**src/rtl/regfile_2r1w.sv**
```systemverilog
// Two-read/one-write register file with registered reads, write-to-read bypass,
// optional hardwired-zero R0 and a per-register pending-write scoreboard.
module regfile_2r1w #(
  parameter int W        = 16,
  parameter int AW       = 3,
  parameter int ZERO_REG = 0
) (
  input  logic              clk_i,
  input  logic              rst_i,
  input  logic              rd_en_i,
  input  logic [AW-1:0]     ra1_i,
  input  logic [AW-1:0]     ra2_i,
  output logic [W-1:0]      rdata1_o,
  output logic [W-1:0]      rdata2_o,
  output logic              busy1_o,
  output logic              busy2_o,
  input  logic              wr_en_i,
  input  logic [AW-1:0]     wa_i,
  input  logic [W-1:0]      wdata_i,
  input  logic              rsv_en_i,
  input  logic [AW-1:0]     rsv_addr_i,
  output logic [2**AW-1:0]  busy_vec_o
);

  localparam int DEPTH = 2**AW;

  logic [W-1:0]     regs_q [DEPTH];
  logic [W-1:0]     regs_d [DEPTH];
  logic [DEPTH-1:0] busy_q;
  logic [DEPTH-1:0] busy_d;
  logic [W-1:0]     rdata1_q, rdata1_d;
  logic [W-1:0]     rdata2_q, rdata2_d;
  logic             busy1_q, busy1_d;
  logic             busy2_q, busy2_d;
  logic             wr_ok_s;
  logic             rsv_ok_s;

  function automatic logic is_zero_reg(input logic [AW-1:0] addr);
    return (ZERO_REG != 0) && (addr == {AW{1'b0}});
  endfunction

  // Bypass makes the data written on this edge visible to a read on the same edge.
  function automatic logic [W-1:0] read_data(input logic [AW-1:0] addr);
    if (is_zero_reg(addr)) begin
      return {W{1'b0}};
    end else if (wr_en_i && (wa_i == addr)) begin
      return wdata_i;
    end else begin
      return regs_q[addr];
    end
  endfunction

  assign wr_ok_s  = wr_en_i  && !is_zero_reg(wa_i);
  assign rsv_ok_s = rsv_en_i && !is_zero_reg(rsv_addr_i);

  // Next-state register array and scoreboard; a reserve after the clear lets the newer producer win.
  always_comb begin
    regs_d = regs_q;
    busy_d = busy_q;
    if (wr_ok_s) begin
      regs_d[wa_i] = wdata_i;
      busy_d[wa_i] = 1'b0;
    end else begin
      busy_d = busy_q;
    end
    if (rsv_ok_s) begin
      busy_d[rsv_addr_i] = 1'b1;
    end else begin
      busy_d = busy_d;
    end
  end

  // Read port capture; busy flags come from the post-edge scoreboard.
  always_comb begin
    rdata1_d = rdata1_q;
    rdata2_d = rdata2_q;
    busy1_d  = busy1_q;
    busy2_d  = busy2_q;
    if (rd_en_i) begin
      rdata1_d = read_data(ra1_i);
      rdata2_d = read_data(ra2_i);
      busy1_d  = busy_d[ra1_i];
      busy2_d  = busy_d[ra2_i];
    end else begin
      rdata1_d = rdata1_q;
      rdata2_d = rdata2_q;
    end
  end

  // State registers with asynchronous clear.
  always_ff @(posedge clk_i or posedge rst_i) begin
    if (rst_i) begin
      for (int i = 0; i < DEPTH; i++) begin
        regs_q[i] <= {W{1'b0}};
      end
      busy_q   <= {DEPTH{1'b0}};
      rdata1_q <= {W{1'b0}};
      rdata2_q <= {W{1'b0}};
      busy1_q  <= 1'b0;
      busy2_q  <= 1'b0;
    end else begin
      regs_q   <= regs_d;
      busy_q   <= busy_d;
      rdata1_q <= rdata1_d;
      rdata2_q <= rdata2_d;
      busy1_q  <= busy1_d;
      busy2_q  <= busy2_d;
    end
  end

  assign rdata1_o   = rdata1_q;
  assign rdata2_o   = rdata2_q;
  assign busy1_o    = busy1_q;
  assign busy2_o    = busy2_q;
  assign busy_vec_o = busy_q;

endmodule

```
**config.mk**
```make
export PLATFORM = sky130hd
export DESIGN_NAME = regfile_2r1w
export DESIGN_NICKNAME = d
export VERILOG_FILES = /design/src/rtl/regfile_2r1w.sv
export SDC_FILE = /design/constraint.sdc
export NUM_CORES = 1
export LEC_CHECK = 0
export ABC_AREA = 1
export BUFFER_PORTS_ARGS = -buffer_cell sky130_fd_sc_hd__buf_2
export CAP_MARGIN = 5
export CORE_MARGIN = 3
export CORE_UTILIZATION = 58
export CTS_CLUSTER_SIZE = 14
export DETAILED_ROUTE_END_ITERATION = 10
export GPL_ROUTABILITY_DRIVEN = 1
export HOLD_SLACK_MARGIN = 0.03
export PLACE_DENSITY_LB_ADDON = 0.05
export SYNTH_ARGS = -nofsm -noshare
export SYNTH_HDL_FRONTEND = slang
export SYNTH_SLANG_ARGS = --single-unit
```
**constraint.sdc**
```tcl
create_clock -name clk_i -period 7 [get_ports clk_i]
set_clock_uncertainty 0.1 [all_clocks]
set_input_delay 1.4 -clock clk_i [delete_from_list [all_inputs] [get_ports clk_i]]
set_output_delay 1.4 -clock clk_i [all_outputs]
set_load 0.02 [all_outputs]
```
### Word-level counts from Yosys, hierarchy flattened

Index checks and enable logic that the tools add are counted.

* magnitude comparators: 10
* multiplexer cells: 21
* reductions and logical operators: 5
* equal/unequal tests: 2
* bitwise logic cells: 6

Operator list (count)
* bitwise mux 128 bit: 1
* two-way mux 16 bit: 7
* binary-select mux 16 bit (select 3 bit): 2
* demux 16 bit (select 3 bit): 1
* less-than comparator 3 x 4 -> 1 bit (second input constant): 4
* two-way mux 8 bit: 2
* >= comparator 4 bit (second input constant): 3
* inverter 3 -> 4 bit: 3
* AND 8 bit: 1
* inverter 8 bit: 1
* OR 8 bit: 1
* binary-select mux 1 bit (select 3 bit): 2
* demux 1 bit (select 3 bit): 2
* == test 3 bit: 2
* >= comparator 3 x 1 -> 1 bit (second input constant): 2
* logical AND 1 bit: 5
* less-than comparator 4 x 1 -> 1 bit (second input constant): 1
* two-way mux 1 bit: 4

* register bits after elaboration: 170
* output and inout bits: 42
* input bits: 33
* word-level logic and storage cells: 57

### Logic depth before layout (Yosys ltp)

* word-level depth: 11
* mapped depth: 10
* gate-level depth less buffers: 9

### Worst setup path before layout

OpenSTA, ideal clock, no wires.

* path kind: input-to-reg
* from: input ra2_i[2]
* to: register rdata2_q[1] (netlist: rdata2_o[1])
* path slack: 4531 ps
* data required time: 6777 ps
* arrival time: 2245 ps
* cell stages on the path: 8
* setup time: 123 ps
* path through: buf_6 clkinv_4 nand2_1 a21oi_1 nand2_2 buf_2 o21ai_0 o21ai_1

* longest elaborated chain between the ends: 5
* elaborated cells on any way between the ends: 7
* those cells by class: eq/ne (1); mux (4); bitwise (1); reduce/logical (1)

RTL lines
* start: declaration: line 12 `input logic [AW-1:0] ra2_i,`
* inverter 3 -> 4 bit (implied by the code): line 49 `return regs_q[addr];`
* binary-select mux 16 bit (select 3 bit): line 49
* two-way mux 16 bit (implied by the code) (2 in series): line 49
* two-way mux 16 bit (*): line 46 `end else if (wr_en_i && (wa_i == addr)) begin`
* end signal: assignment: line 98 `rdata2_q <= {W{1'b0}};`
* end signal: assignment: line 105 `rdata2_q <= rdata2_d;`
* end: declaration: line 32 `logic [W-1:0] rdata2_q, rdata2_d;`

Mark *: on every way between the ends. The rest lies on a longest branch, timed or not. The select of a mux whose other input is x is not followed.
A chain may end at the register's enable or synchronous reset.

### Final worst setup path

* from: input ra2_i[0]
* to: register rdata2_q[10] (netlist: rdata2_o[10])

Same word-level chain as after synthesis.

==> results.md <==
* Pwr dens at 288 nW/um^2
* Vias per std cell at 6.10
* Initial antenna violation count at 0
* IO Port Bufs at 74
* CP Capture Type: flip-flop
* Diodes inserted at 0
* Post-route ant nets at 0
* Global route hottest layer: met1
* CTS sink cnt at 170
* Via count at 8,499
* Avg Cell Area, Syn at 7.57 um^2
* Grt met3 use at 7.33%
* Pleak at 0.00463 uW
* Post-synth ARST share at 100%
* Gate Count Post-Synth at 1,178
* Minimum clock period at 3970 ps
* Final setup vio count at 0
* Nets at 1,233
* Remaining DRCs at 0
* Worst vdd ir at 0.000251 V
* DRT iter0 DRCs at 1,147
* Top cell by count, worst path: o21ai_1
* Synth top area cells: dfrtp_1 (48%), o21ai_0 (16%), nand2_1 (11%)
* Setup TNS at 0 ps
* Final Hold Vio Count at 0
* Critical-path cell list: buf_2 -> buf_4 -> inv_2 -> nand2_1 -> o21ai_1 -> nand2_2 -> clkinv_1 -> nor2_1 -> o21ai_1
* Max_cap viols at 0
* Area of the mapped netlist at 8910 um^2
* GRT overflow at 0
* Crit share post-route at 56.8%
* Hold buffer count at cts at 0
* CP peak stage delay at 640 ps
* CP max stage cell: inv_2
* Outcome: complete, no violations
* WHS at 383 ps
* Met1 usage at 49.4%
* Critical Path Fanout Max at 83
* Required @ worst endpoint at 7200 ps
* Total power at 2810 uW
* Share of synthesized area occupied by flip-flops and latches at 47.7%
* Drt wl/cell at 19.3 um
* Synth top area share at 47.7%
* Slew @ Worst Pin at 1020 ps
* Global-route wire length before repair at 41,500 um
* Post-DP HPWL at 15,900 um
* Worst r2r path cells at 8
* Setup Crit Path Kind: in -> reg
* I/O pins at 75
* Share of cells above drive strength 1 at 11.2%
* Main synth FF type: dfrtp_1
* Number of global-route vias before repair at 7,278
* CTS tree: built
* Layout area overhead at 9.39%
* Drt pass-1 iters at 6
* Pre-CTS setup slack at 2680 ps
* # resized after CTS at 0
* Hold path depth at 2
* H-tree depth at 4
* Die Ht at 130 um
* Crit path DAT at 4170 ps
* GPL Wtd Cong at 0.847
* Synth Net Count at 1,211
* Clock Latency Late Sink at 430 ps
* Hold crit path type: reg -> reg
* Root Buffer: clkbuf_16
* Die width at 130 um
* Longest Clk Path Bufs at 2
* Most frequent cells in the layout: o21ai_0 (281), nand2_1 (252), dfrtp_1 (170), nor2_1 (146), buf_2 (74)
* Unrepaired setup endpoints after global routing: false
* Synth area leader: dfrtp_1
* Die area at 16,900 um^2
* Met2 GRT Util at 47.4%
* Initial Util at 60.2%
* Clock-pin slew on the worst setup and hold paths at 60 ps
* Setup ws final at 3030 ps
* Synthesized flop and latch total at 170
* Most common cell after layout, fill and taps aside: o21ai_0
* Max-slew headroom at 31.6%
* Post-synth EDFFs at 0
* DRT Wirelength at 27,000 um
* Netlist cell types at 27
* Core Footprint at 14,800 um^2
* CTS buffer count at 17
* Slew Viols, Final at 0
* Syn. warnings at 0
* Largest net degree at the start of global routing at 84
* Number of post-CTS setup repair buffers at 0
* Worst setup SP type: input port
* Rows at 44
* Global-route usage over all layers at 32.2%
* Fmax at 0.252 GHz
-- state kept, by name, summed over array words and instances (netlist names) --
name        cells
busy1_o         1
busy2_o         1
busy_vec_o      8
rdata1_o       16
rdata2_o       16
regs_q        128
-- power breakdown --
group	total (uW)	switching (uW)	internal, uW
combinational	577	379	197
sequential	1290	128	1160
clock	939	378	560
-- critical path: cells and delay by family --
family / cells / cell delay [ps]
buffers and inverters: 4 / 1750
and+or+nand+nor: 3 / 800
AOI/OAI and AO/OA: 2 / 180
-- cell type report --
type / count / area (um^2)
Clock buffer: 19 / 443
Timing Repair Buffer: 90 / 490
Inverter: 58 / 240
Tap cell: 184 / 230
Sequential cell: 170 / 4250
Fill cell: 1295 / 5060
Clock inverter: 10 / 128
Multi-Input combinational cell: 863 / 3960
-- cell families after synthesis --
kind of cell    Yosys count  share of synthesized area, %
xor+xnor                  1                        0.0983
compound gates          407                          24.3
buf+inv                 145                          7.79
simple gates            455                          20.1
flops                   170                          47.7
-- final timing paths --
check | slack [ps] | from | end
worst max-delay path | 3030 | ra2_i[0] | rdata2_o[10]$_DFFE_PP0P_
worst min-delay path | 380 | rdata1_o[11]$_DFFE_PP0P_ | rdata1_o[11]$_DFFE_PP0P_
worst max register to register | 5590 | regs_q[104]$_DFFE_PP0P_ | rdata2_o[8]$_DFFE_PP0P_
worst min register to register | 380 | rdata1_o[11]$_DFFE_PP0P_ | rdata1_o[11]$_DFFE_PP0P_
max in group asynchronous | 4690 | rst_i | busy_vec_o[7]$_DFF_PP0_
min in group asynchronous | 1000 | rst_i | rdata2_o[13]$_DFFE_PP0P_
-- metal layers --
| metal | wire length (um) | vias up | share of wire (%) |
|---|---|---|---|
| met5 | 0 | - | 0 |
| met4 | 232 | 0 | 0.86 |
| met3 | 3230 | 19 | 12 |
| met2 | 11500 | 495 | 43 |
| met1 | 12000 | 3997 | 44 |
| li1 | - | 3988 | - |
-- synthesized netlist by cell type, types with 2 or more instances --
library cell,n
o21ai_0,281
nand2_1,252
dfrtp_1,170
nor2_1,146
inv_1,51
nand3_1,46
clkbuf_1,37
o21ai_1,34
a21oi_1,30
o22ai_1,30
buf_2,24
o211ai_1,24
buf_4,13
nand4_1,8
buf_6,7
a21oi_2,6
buf_1,5
inv_2,4
nand2_2,2
-- metrics by stage --
| stage | instance area, um^2 | util, % | cells |
|---|---|---|---|
| floorplan | 8910 | - | 1178 |
| global placement | 9180 | 62.0 | 1365 |
| detailed placement | 9180 | 62.0 | 1365 |
| CTS | 9750 | 65.8 | 1394 |
| global route | 9750 | 65.8 | 1394 |
| finish | 9750 | 65.8 | 1394 |
No activity file was read; power rests on OpenSTA's default activity.
